==> src/rtl/traffic_pkg.sv <==
// Shared phase encoding and lamp codes for the round-robin intersection controller.
package traffic_pkg;

  typedef enum logic [2:0] {
    S_ALLRED = 3'd0,
    S_GREEN  = 3'd1,
    S_YELLOW = 3'd2,
    S_EMG    = 3'd3,
    S_FLASH  = 3'd4
  } phase_e;

  // Per-approach lamp code, ordered {r,y,g}
  localparam logic [2:0] L_RED = 3'b100;
  localparam logic [2:0] L_YEL = 3'b010;
  localparam logic [2:0] L_GRN = 3'b001;
  localparam logic [2:0] L_OFF = 3'b000;

  function automatic logic [2:0] flash_code(input logic lit);
    return lit ? L_YEL : L_OFF;
  endfunction

endpackage

==> src/rtl/tl_rr_pick.sv <==
// Combinational round-robin search: first pending approach after base, wrapping modulo N_DIR.
module tl_rr_pick #(
  parameter int N_DIR = 4,
  parameter int DW    = $clog2(N_DIR)
) (
  input  logic [N_DIR-1:0] pending,
  input  logic [DW-1:0]    base,
  output logic [DW-1:0]    idx,
  output logic             found
);

  localparam int NR = N_DIR - 1;

  logic [NR-1:0] rot;
  int            pos;

  // rot[k] holds the request of approach base+1+k, so the lowest set bit is next in turn
  always_comb begin
    rot   = NR'({pending, pending} >> base >> 1);
    idx   = base;
    found = 1'b0;
    pos   = 0;
    for (int k = NR - 1; k >= 0; k--) begin
      if (rot[k]) begin
        pos = int'(base) + k + 1;
        if (pos >= N_DIR) pos = pos - N_DIR;
        found = 1'b1;
        idx   = DW'(pos);
      end
    end
  end

endmodule

==> src/rtl/traffic_controller_rr.sv <==
// N-approach intersection controller: round-robin green service with gap-out,
// emergency pre-emption and a flashing-yellow mode while disabled.
module traffic_controller_rr
  import traffic_pkg::*;
#(
  parameter int N_DIR     = 4,
  parameter int CW        = 8,
  parameter int GREEN_T   = 10,
  parameter int MIN_GREEN = 4,
  parameter int YELLOW_T  = 3,
  parameter int ALLRED_T  = 2,
  parameter int FLASH_T   = 8,
  parameter int DW        = $clog2(N_DIR)
) (
  input  logic               clk,
  input  logic               res,
  input  logic               en,
  input  logic [N_DIR-1:0]   req,
  input  logic               emg_valid,
  input  logic [DW-1:0]      emg_dir,
  output logic [3*N_DIR-1:0] lights,
  output logic [DW-1:0]      green_dir,
  output logic [2:0]         phase,
  output logic               emg_active
);

  localparam logic [CW-1:0] GREEN_LD  = CW'(GREEN_T - 1);
  localparam logic [CW-1:0] YELLOW_LD = CW'(YELLOW_T - 1);
  localparam logic [CW-1:0] ALLRED_LD = CW'(ALLRED_T - 1);
  localparam logic [CW-1:0] FLASH_LD  = CW'(FLASH_T - 1);
  localparam logic [CW-1:0] MIN_LD    = CW'(MIN_GREEN - 1);

  phase_e           state;
  logic [CW-1:0]    timer;
  logic [CW-1:0]    elapsed;
  logic [N_DIR-1:0] pending;
  logic [DW-1:0]    target;
  logic             flash_on;

  logic [DW-1:0]    pick_idx;
  logic             pick_found;
  logic             emg_ok;
  logic             emg_here;
  logic             timer_zero;
  logic             gap_ok;

  function automatic logic [3*N_DIR-1:0] lamp(input logic [2:0] code, input logic [DW-1:0] dir);
    logic [3*N_DIR-1:0] v;
    for (int i = 0; i < N_DIR; i++) v[3*i +: 3] = (DW'(i) == dir) ? code : L_RED;
    return v;
  endfunction

  tl_rr_pick #(
    .N_DIR (N_DIR),
    .DW    (DW)
  ) u_pick (
    .pending (pending),
    .base    (green_dir),
    .idx     (pick_idx),
    .found   (pick_found)
  );

  assign emg_ok     = emg_valid && (int'(emg_dir) < N_DIR);
  assign emg_here   = emg_ok && (emg_dir == green_dir);
  assign timer_zero = (timer == '0);
  // elapsed counts completed green cycles before this one, so MIN_LD means "this is cycle MIN_GREEN"
  assign gap_ok     = (elapsed >= MIN_LD) && !req[green_dir];
  assign phase      = state;

  always_ff @(posedge clk) begin
    if (res) begin
      state      <= S_ALLRED;
      timer      <= ALLRED_LD;
      elapsed    <= '0;
      pending    <= '0;
      target     <= '0;
      green_dir  <= '0;
      flash_on   <= 1'b0;
      emg_active <= 1'b0;
      lights     <= {N_DIR{L_RED}};
    end else begin
      pending <= pending | req;
      if (!en) begin
        emg_active <= 1'b0;
        if (state != S_FLASH) begin
          state    <= S_FLASH;
          timer    <= FLASH_LD;
          flash_on <= 1'b1;
          lights   <= {N_DIR{L_YEL}};
        end else if (timer_zero) begin
          timer    <= FLASH_LD;
          flash_on <= ~flash_on;
          lights   <= {N_DIR{flash_code(~flash_on)}};
        end else begin
          timer <= timer - CW'(1);
        end
      end else begin
        case (state)
          S_FLASH: begin
            state  <= S_ALLRED;
            timer  <= ALLRED_LD;
            target <= green_dir;
            lights <= {N_DIR{L_RED}};
          end

          S_ALLRED: begin
            if (emg_ok) target <= emg_dir;
            if (!timer_zero) begin
              timer <= timer - CW'(1);
            end else if (emg_ok) begin
              state      <= S_EMG;
              green_dir  <= emg_dir;
              emg_active <= 1'b1;
              lights     <= lamp(L_GRN, emg_dir);
            end else begin
              // Serving an approach retires its request, even one arriving this very cycle
              state     <= S_GREEN;
              green_dir <= target;
              timer     <= GREEN_LD;
              elapsed   <= '0;
              pending   <= (pending | req) & ~(N_DIR'(1) << target);
              lights    <= lamp(L_GRN, target);
            end
          end

          S_GREEN: begin
            if (elapsed != {CW{1'b1}}) elapsed <= elapsed + CW'(1);
            if (emg_here) begin
              state      <= S_EMG;
              emg_active <= 1'b1;
            end else if (emg_ok || (pick_found && (timer_zero || gap_ok))) begin
              state  <= S_YELLOW;
              timer  <= YELLOW_LD;
              target <= emg_ok ? emg_dir : pick_idx;
              lights <= lamp(L_YEL, green_dir);
            end else if (timer_zero) begin
              timer <= GREEN_LD;
            end else begin
              timer <= timer - CW'(1);
            end
          end

          S_YELLOW: begin
            if (emg_ok) target <= emg_dir;
            if (timer_zero) begin
              state  <= S_ALLRED;
              timer  <= ALLRED_LD;
              lights <= {N_DIR{L_RED}};
            end else begin
              timer <= timer - CW'(1);
            end
          end

          S_EMG: begin
            // A redirected emergency leaves through yellow; the new direction is picked up there
            if (!emg_here) begin
              state      <= S_YELLOW;
              timer      <= YELLOW_LD;
              emg_active <= 1'b0;
              target     <= pick_found ? pick_idx : green_dir;
              lights     <= lamp(L_YEL, green_dir);
            end
          end

          default: begin
            state      <= S_ALLRED;
            timer      <= ALLRED_LD;
            emg_active <= 1'b0;
            lights     <= {N_DIR{L_RED}};
          end
        endcase
      end
    end
  end

endmodule

==> config.mk <==
export PLATFORM = sky130hd
export DESIGN_NAME = traffic_controller_rr
export DESIGN_NICKNAME = d
export VERILOG_FILES = /design/src/rtl/traffic_pkg.sv /design/src/rtl/tl_rr_pick.sv /design/src/rtl/traffic_controller_rr.sv
export SDC_FILE = /design/constraint.sdc
export NUM_CORES = 1
export LEC_CHECK = 0
export CORE_ASPECT_RATIO = 2
export CORE_MARGIN = 2
export CORE_UTILIZATION = 48
export DETAILED_ROUTE_END_ITERATION = 7
export PLACE_DENSITY = 0.75
export SYNTH_ARGS = -nofsm -noshare
export SYNTH_HDL_FRONTEND = slang
export SYNTH_SLANG_ARGS = --single-unit
export TNS_END_PERCENT = 10
==> constraint.sdc <==
create_clock -name clk -period 7.23 [get_ports clk]
set_input_delay 0.723 -clock clk [delete_from_list [all_inputs] [get_ports clk]]
set_output_delay 0.723 -clock clk [all_outputs]
set_load 0.005 [all_outputs]
; ---- Word-level counts from Yosys, hierarchy flattened
; Cells that the tools add are included.
[word_totals]
in_bits = 10
elab_cells = 165
regBits = 41
[classes]
reduce_logical = 27
n_lt_le_gt_ge = 5
bitwise = 6
muxes = 76
n_shift = 2
n_eq_ne = 31
add_sub_neg = 9
[ops]
columns = operator, n
row1 = 2-to-1 mux 12 bit, 9
row2 = 2-to-1 mux 8 bit, 13
row3 = ">= comparator 32 x 4 -> 1 bit, second input constant", 2
row4 = 2-to-1 mux 3 bit, 19
row5 = case mux 12 bit (4 select lines), 1
row6 = case mux 8 bit (4 select lines), 1
row7 = 2-to-1 mux 2 bit, 14
row8 = AND reduction 5 bit, 4
row9 = "!= test 3 bit, second input constant", 6
row10 = 2-to-1 mux 4 bit, 4
row11 = "!= test 2 bit, second input constant", 8
row12 = case mux 8 bit (2 select lines), 1
row13 = "== test 2 bit, first input constant", 6
row14 = case mux 3 bit (4 select lines), 1
row15 = 2-to-1 mux 1 bit, 10
row16 = "adder 3 x 1 -> 4 bit, second input constant", 2
row17 = "adder 8 x 1 -> 8 bit, second input constant", 1
row18 = ">= comparator 8 x 2 -> 1 bit, second input constant", 1
row19 = zero test 8 bit, 1
row20 = "!= test 4 bit, second input constant", 2
row21 = "!= test 8 bit, second input constant", 1
row22 = case mux 2 bit (4 select lines), 1
row23 = >> shifter 8 x 2 -> 4 bit, 1
row24 = "subtractor 8 x 1 -> 8 bit, second input constant", 1
row25 = 29 further kinds, 46

; ---- Logic depth before layout (Yosys ltp)
[depth]
ltp_word = 11
mapped_depth = 10
mapped_depth_nobuf = 8

; ---- Hierarchy
; From an unflattened synthesis, not the netlist that was laid out.
[hier_totals]
hier_cells = 325
hier_area_um2 = 2578.7
[modules_own_cells]
columns = module, seq_area_each_um2, cells_each, n_inst, area_each_um2
row1 = traffic_controller_rr, 820.8, 305, 1, 2444.8
row2 = tl_rr_pick, 0.0, 20, 1, 133.9

; ---- Worst setup path after synthesis
; No wires, ideal clock.
[synth_path]
kind = in2reg
start = input port req[3]
end = register lights[11]
setup_slack_ps = 4890
path_stages = 6
required_ps = 7108
t_arrival_ps = 2219
n_path_buf = 0
path_cell_list = mux4_2 -> a21oi_1 -> or4_1 -> nand3_1 -> a21o_4 -> a221o_1
[synth_via]
elab_chain_cells = 9
[synth_lines]
columns = item, line
row1 = from (decl), traffic_controller_rr.sv:18  ; input logic [N_DIR-1:0] req,
row2 = binary-select mux 1 bit (select 2 bit), traffic_controller_rr.sv:67  ; assign gap_ok = (elapsed >= MIN_LD) && !req[green_dir];
row3 = 2-to-1 mux 1 bit (not written as such), traffic_controller_rr.sv:67
row4 = zero test 1 bit, traffic_controller_rr.sv:67
row5 = logical AND 1 bit, traffic_controller_rr.sv:67
row6 = logical OR 1 bit, traffic_controller_rr.sv:131  ; end else if (emg_ok || (pick_found && (timer_zero || gap_ok))) begin
row7 = logical AND 1 bit, traffic_controller_rr.sv:131
row8 = logical OR 1 bit, traffic_controller_rr.sv:131
row9 = != test 3 bit (no source line), n/a
row10 = AND reduction 6 bit (no source line), n/a
row11 = to (signal assigned), traffic_controller_rr.sv:122  ; lights <= lamp(L_GRN, target);
row12 = to (signal assigned), traffic_controller_rr.sv:135  ; lights <= lamp(L_YEL, green_dir);
row13 = to (signal assigned), traffic_controller_rr.sv:148  ; lights <= {N_DIR{L_RED}};
row14 = to (decl), traffic_controller_rr.sv:21  ; output logic [3*N_DIR-1:0] lights,
; No other way between the ends. The select of a mux whose other input is x is not followed.
; A chain may end at the register's enable or synchronous reset.

; ---- Worst setup path after layout
[layout_path]
start = input port en
end = register elapsed[7]
[layout_via]
elab_chain_cells = 1
[layout_lines]
columns = item, line
row1 = from (decl), traffic_controller_rr.sv:17  ; input logic en,
row2 = AND reduction 5 bit (no source line), n/a
row3 = to (signal assigned), traffic_controller_rr.sv:127  ; if (elapsed != {CW{1'b1}}) elapsed <= elapsed + CW'(1);
row4 = to (decl), traffic_controller_rr.sv:35  ; logic [CW-1:0] elapsed;
; No other way between the ends.

==> summary.md <==
| Metric | Value |
|---|---|
| Post-synthesis sequential area ratio | approximately a third |
| Dominant synthesized flop cell | sky130_fd_sc_hd__dfxtp_1 |
| Count of fill cells added during filler insertion | 483 |
| Power per cell area | 188.6 nW/um^2 |
| Relative area change from synthesis to final layout | 14.34% |
| Number of hold-slack violations in the final timing report | 0 |
| Setup bufs post-CTS | 0 |
| Initial antenna violation count | 0 |
| Mapped cell area | 2574 sq um |
| Worst Hold Margin | around 0.49 ns |
| Max Cap Violations | 0 |
| Final RePlAce weighted congestion | just over 0.9 |
| Final count of negative-setup-slack endpoints | 0 |
| Maximum vdd drop | 0.0001642 V |
| Critical path class | primary input to register |
| Required time worst endpoint | between 7 and 8 ns |
| CTS tree | built |
| Area enclosed by the die boundary | 5999 sq um |
| Portion of the clock cycle consumed by the worst path in the final layout | between 40% and 50% |
| Pin count of the biggest net entering global routing | 22 |
| Ys async rst share | 0% |
| Total overflow reported by the global router | 0 |
| Worst-case register-to-register setup slack | 4.44 ns |
| Initial DRC Count | 103 |
| Starting Density | about half |
| Wire length per cell | 17.47 um |
| Maximum achievable frequency | roughly 340 MHz |
| CP endpoint kind | register |
| Post-CTS Hold Buffers | 0 |
| Slew at the pin closest to its max-slew limit | 0.7302 ns |
| Chip Width | approximately 56 um |
| Overall global routing resource usage | 23.99% |
| Antenna fix cells | 0 |
| Via count of the first global-routing pass | 2462 |
| Clock-pin slew of the registers on the worst-case setup and hold paths | 0.07 ns |
| Die extent in y | 107.6 um |
| Post-synthesis average cell area | 8.145 sq um |
| Number of iterations in the first detailed-routing pass | 5 |
| Synthesized netlist cell count | roughly 320 |
| Yosys reg bits | around 40 |
| Number of cells upsized or downsized after cts | 0 |
| Residual DRC count | 0 |
| Post-synth EDFFs | 0 |
| Number of cell rows | 37 |
| Aggregate routed wire length | 6830 um |
| Arrival time reported for the critical path endpoint | 3.10 ns |
| Antenna Violating Nets Remaining | 0 |
| Placeable core area | 5139 sq um |
| Worst clock skew | between 0.008 and 0.009 ns |
| Worst Reg-to-Reg Cells | 6 |
| Number of cells traversed by the worst hold path | 1 |
| Worst Slack Setup Final | 4.312 ns |
| Final Max Slew Viols | 0 |
| YS warnings | 0 |
| Status | finished, final reports clean |
| Share of final-layout standard cells stronger than drive strength 1 | 7.808% |
| Root Buffer | sky130_fd_sc_hd__clkbuf_8 |
| Hold path startpoint | lights[3] |
| Min-Delay Path Class | register to register |
| Detail-routed via count per cell | 6.427 |
| Total number of vias | 2513 |
| Final TNS setup | 0 ns |
| Global-route wire length before repair | 11390 um |
| Synth Net Count | roughly 330 |
| Worst Hold Endpoint | lights[3] |
| Worst skew pair latency | ~0.30 ns |
| Number of distinct library cells after synthesis | 64 |
| Max H-tree Level | 2 |
| Setup repair after global routing missed its margin | false |
| TritonCTS buffer count | 5 |
| Maximum fanout along the worst path | 14 |
| Post-Place Setup Slack | just over 4 ns |
| Net count, final | roughly 350 |
| Max clock buf depth | 2 |
| Worst Setup Start Kind | primary input |
| Half-perimeter wire length after placement | 5074 um |
| Tightest slew margin relative to the limit | 51.14% |
| Reg-to-Reg End | timer[4] |
| Final worst path period need | 2.918 ns |
| Clock Sink Count | 41 |
| Worst reg2reg path startpoint | green_dir[1] |
| Number of ports placed on the die boundary | 28 |
| Number of buffer cells added on primary ports | 27 |
| Static Leak | roughly 1.1 nW |
[cell type report]
cell class / count / area (sq um) / share of cell area [%]
flip-flops and latches: 41 / 820.8 / 27.89
well taps: 58 / 72.57 / 2.466
clock inverters: 1 / 5.005 / 0.1701
repair buffers: 28 / 277.8 / 9.439
inverters: 13 / 48.80 / 1.658
multi-input cells: 243 / 1622 / 55.10
clock buffers: 7 / 96.34 / 3.274
[routing by layer]
layer / GRT usage, % / part of all wire (%) / vias to the layer above
met2: 43.88 / 55 / 88
met3: 4.688 / 4.6 / 22
met1: 24.18 / 37 / 1201
li1: - / - / 1202
met5: 0 / 0 / -
met4: 15.16 / 3.7 / 0
[power breakdown]
| part | switching, mW | leakage (nW) | internal (mW) |
|---|---|---|---|
| registers | 0.0185 | 0.336 | 0.240 |
| clock network | 0.0801 | 0.0542 | 0.0862 |
| logic | 0.0689 | 0.687 | 0.0615 |
[placed cells by master (no fill, tap or decap), drive strengths merged, types with 3 or more instances in the layout]
master         count
ha                 7
xnor2              7
nand3              8
o21ai             16
a21oi             12
nand2b             5
a211oi             5
nor2b              4
a221o              4
nor3              11
a31o               5
or4                3
o211ai             3
o221a              5
clkdlybuf4s50     27
xor2               7
or3b               3
nand4              4
inv               13
nor2              40
and3               7
nand2             23
dfxtp             41
o21a               3
a22o               4
nor4               3
o31ai              5
or3                4
mux2i              5
clkbuf             7
a31oi              5
[worst max-delay path, stage by stage]
cell	delay, ns
sky130_fd_sc_hd__clkdlybuf4s50_1	0.81
sky130_fd_sc_hd__nor2b_1	0.50
sky130_fd_sc_hd__o211ai_1	0.25
sky130_fd_sc_hd__a211oi_4	0.45
sky130_fd_sc_hd__nand4_1	0.16
sky130_fd_sc_hd__xor2_1	0.16
sky130_fd_sc_hd__nor2_1	0.05
[sequential cells by signal, indices dropped and copies added (netlist names)]
name	cells
emg_active	1
target	2
green_dir	2
elapsed	8
timer	8
flash_on	1
phase	3
pending	4
lights	12
[stage by stage]
step	power, mW	utilization (%)	area, sq um	instances
final	0.5551	57.27	2943	391
after global routing	0.5829	57.27	2943	391
after CTS	0.5572	57.27	2943	391
after detailed placement	0.3918	55.30	2841	383
after global placement	0.3900	55.30	2841	383
after floorplan	0.3496	-	2574	316
[how the worst max path moves through the flow]
stage	slack, ns	endpoint	start	depth (start not counted)
floorplan	4.89	lights[11]	req[3]	6
global placement	4.11	timer[4]	req[3]	7
detailed placement	4.08	elapsed[7]	en	7
CTS	4.40	elapsed[7]	en	7
global route	4.24	elapsed[4]	en	7
finish	4.31	elapsed[7]	en	7
[Yosys cell counts, drive strengths merged (2+ instances only)]
cell | instances | share of area (%)
inv | 13 | 1.9
buf | 4 | 1.0
or2 | 2 | 0.49
nor4 | 3 | 0.73
o211ai | 3 | 1.1
a22o | 4 | 1.4
nor2 | 40 | 6.1
a221o | 4 | 1.6
a21o | 2 | 0.87
nor3b | 2 | 0.58
o41ai | 2 | 0.68
ha | 7 | 3.4
and3 | 7 | 1.7
a31o | 5 | 1.7
or3 | 4 | 0.97
or4 | 3 | 1.0
nand2b | 5 | 1.2
a21oi | 12 | 2.3
xnor2 | 7 | 2.4
mux2i | 5 | 1.9
clkbuf | 15 | 2.2
a32o | 2 | 0.78
a31oi | 5 | 1.2
xor2 | 7 | 2.4
a221oi | 2 | 0.68
nand2 | 23 | 3.4
o2bb2ai | 2 | 0.68
a32oi | 2 | 0.68
a41oi | 2 | 0.68
o21a | 3 | 0.87
a211oi | 5 | 1.9
nand3 | 8 | 1.6
o22ai | 2 | 0.49
o31ai | 5 | 1.5
dfxtp | 41 | 32
nor3 | 11 | 2.1
nor2b | 4 | 0.97
nand4 | 4 | 0.97
or3b | 3 | 1.0
o21ai | 16 | 3.1
o221a | 5 | 2.2
[kinds of logic (layout without fill, tap and decap cells)]
kind of cell | count (synthesis) | count (layout) | share of synthesized area, %
DFF | 41 | 41 | 31.89
and+or+nand+nor | 125 | 125 | 24.94
adders and majority gates | 7 | 7 | 3.403
AOI/OAI and AO/OA | 90 | 90 | 26.64
buffers and inverters | 32 | 49 | 5.104
xor gates and xnor gates | 14 | 14 | 4.764
muxes | 7 | 7 | 3.257
No activity file was read; power rests on OpenSTA's default activity.
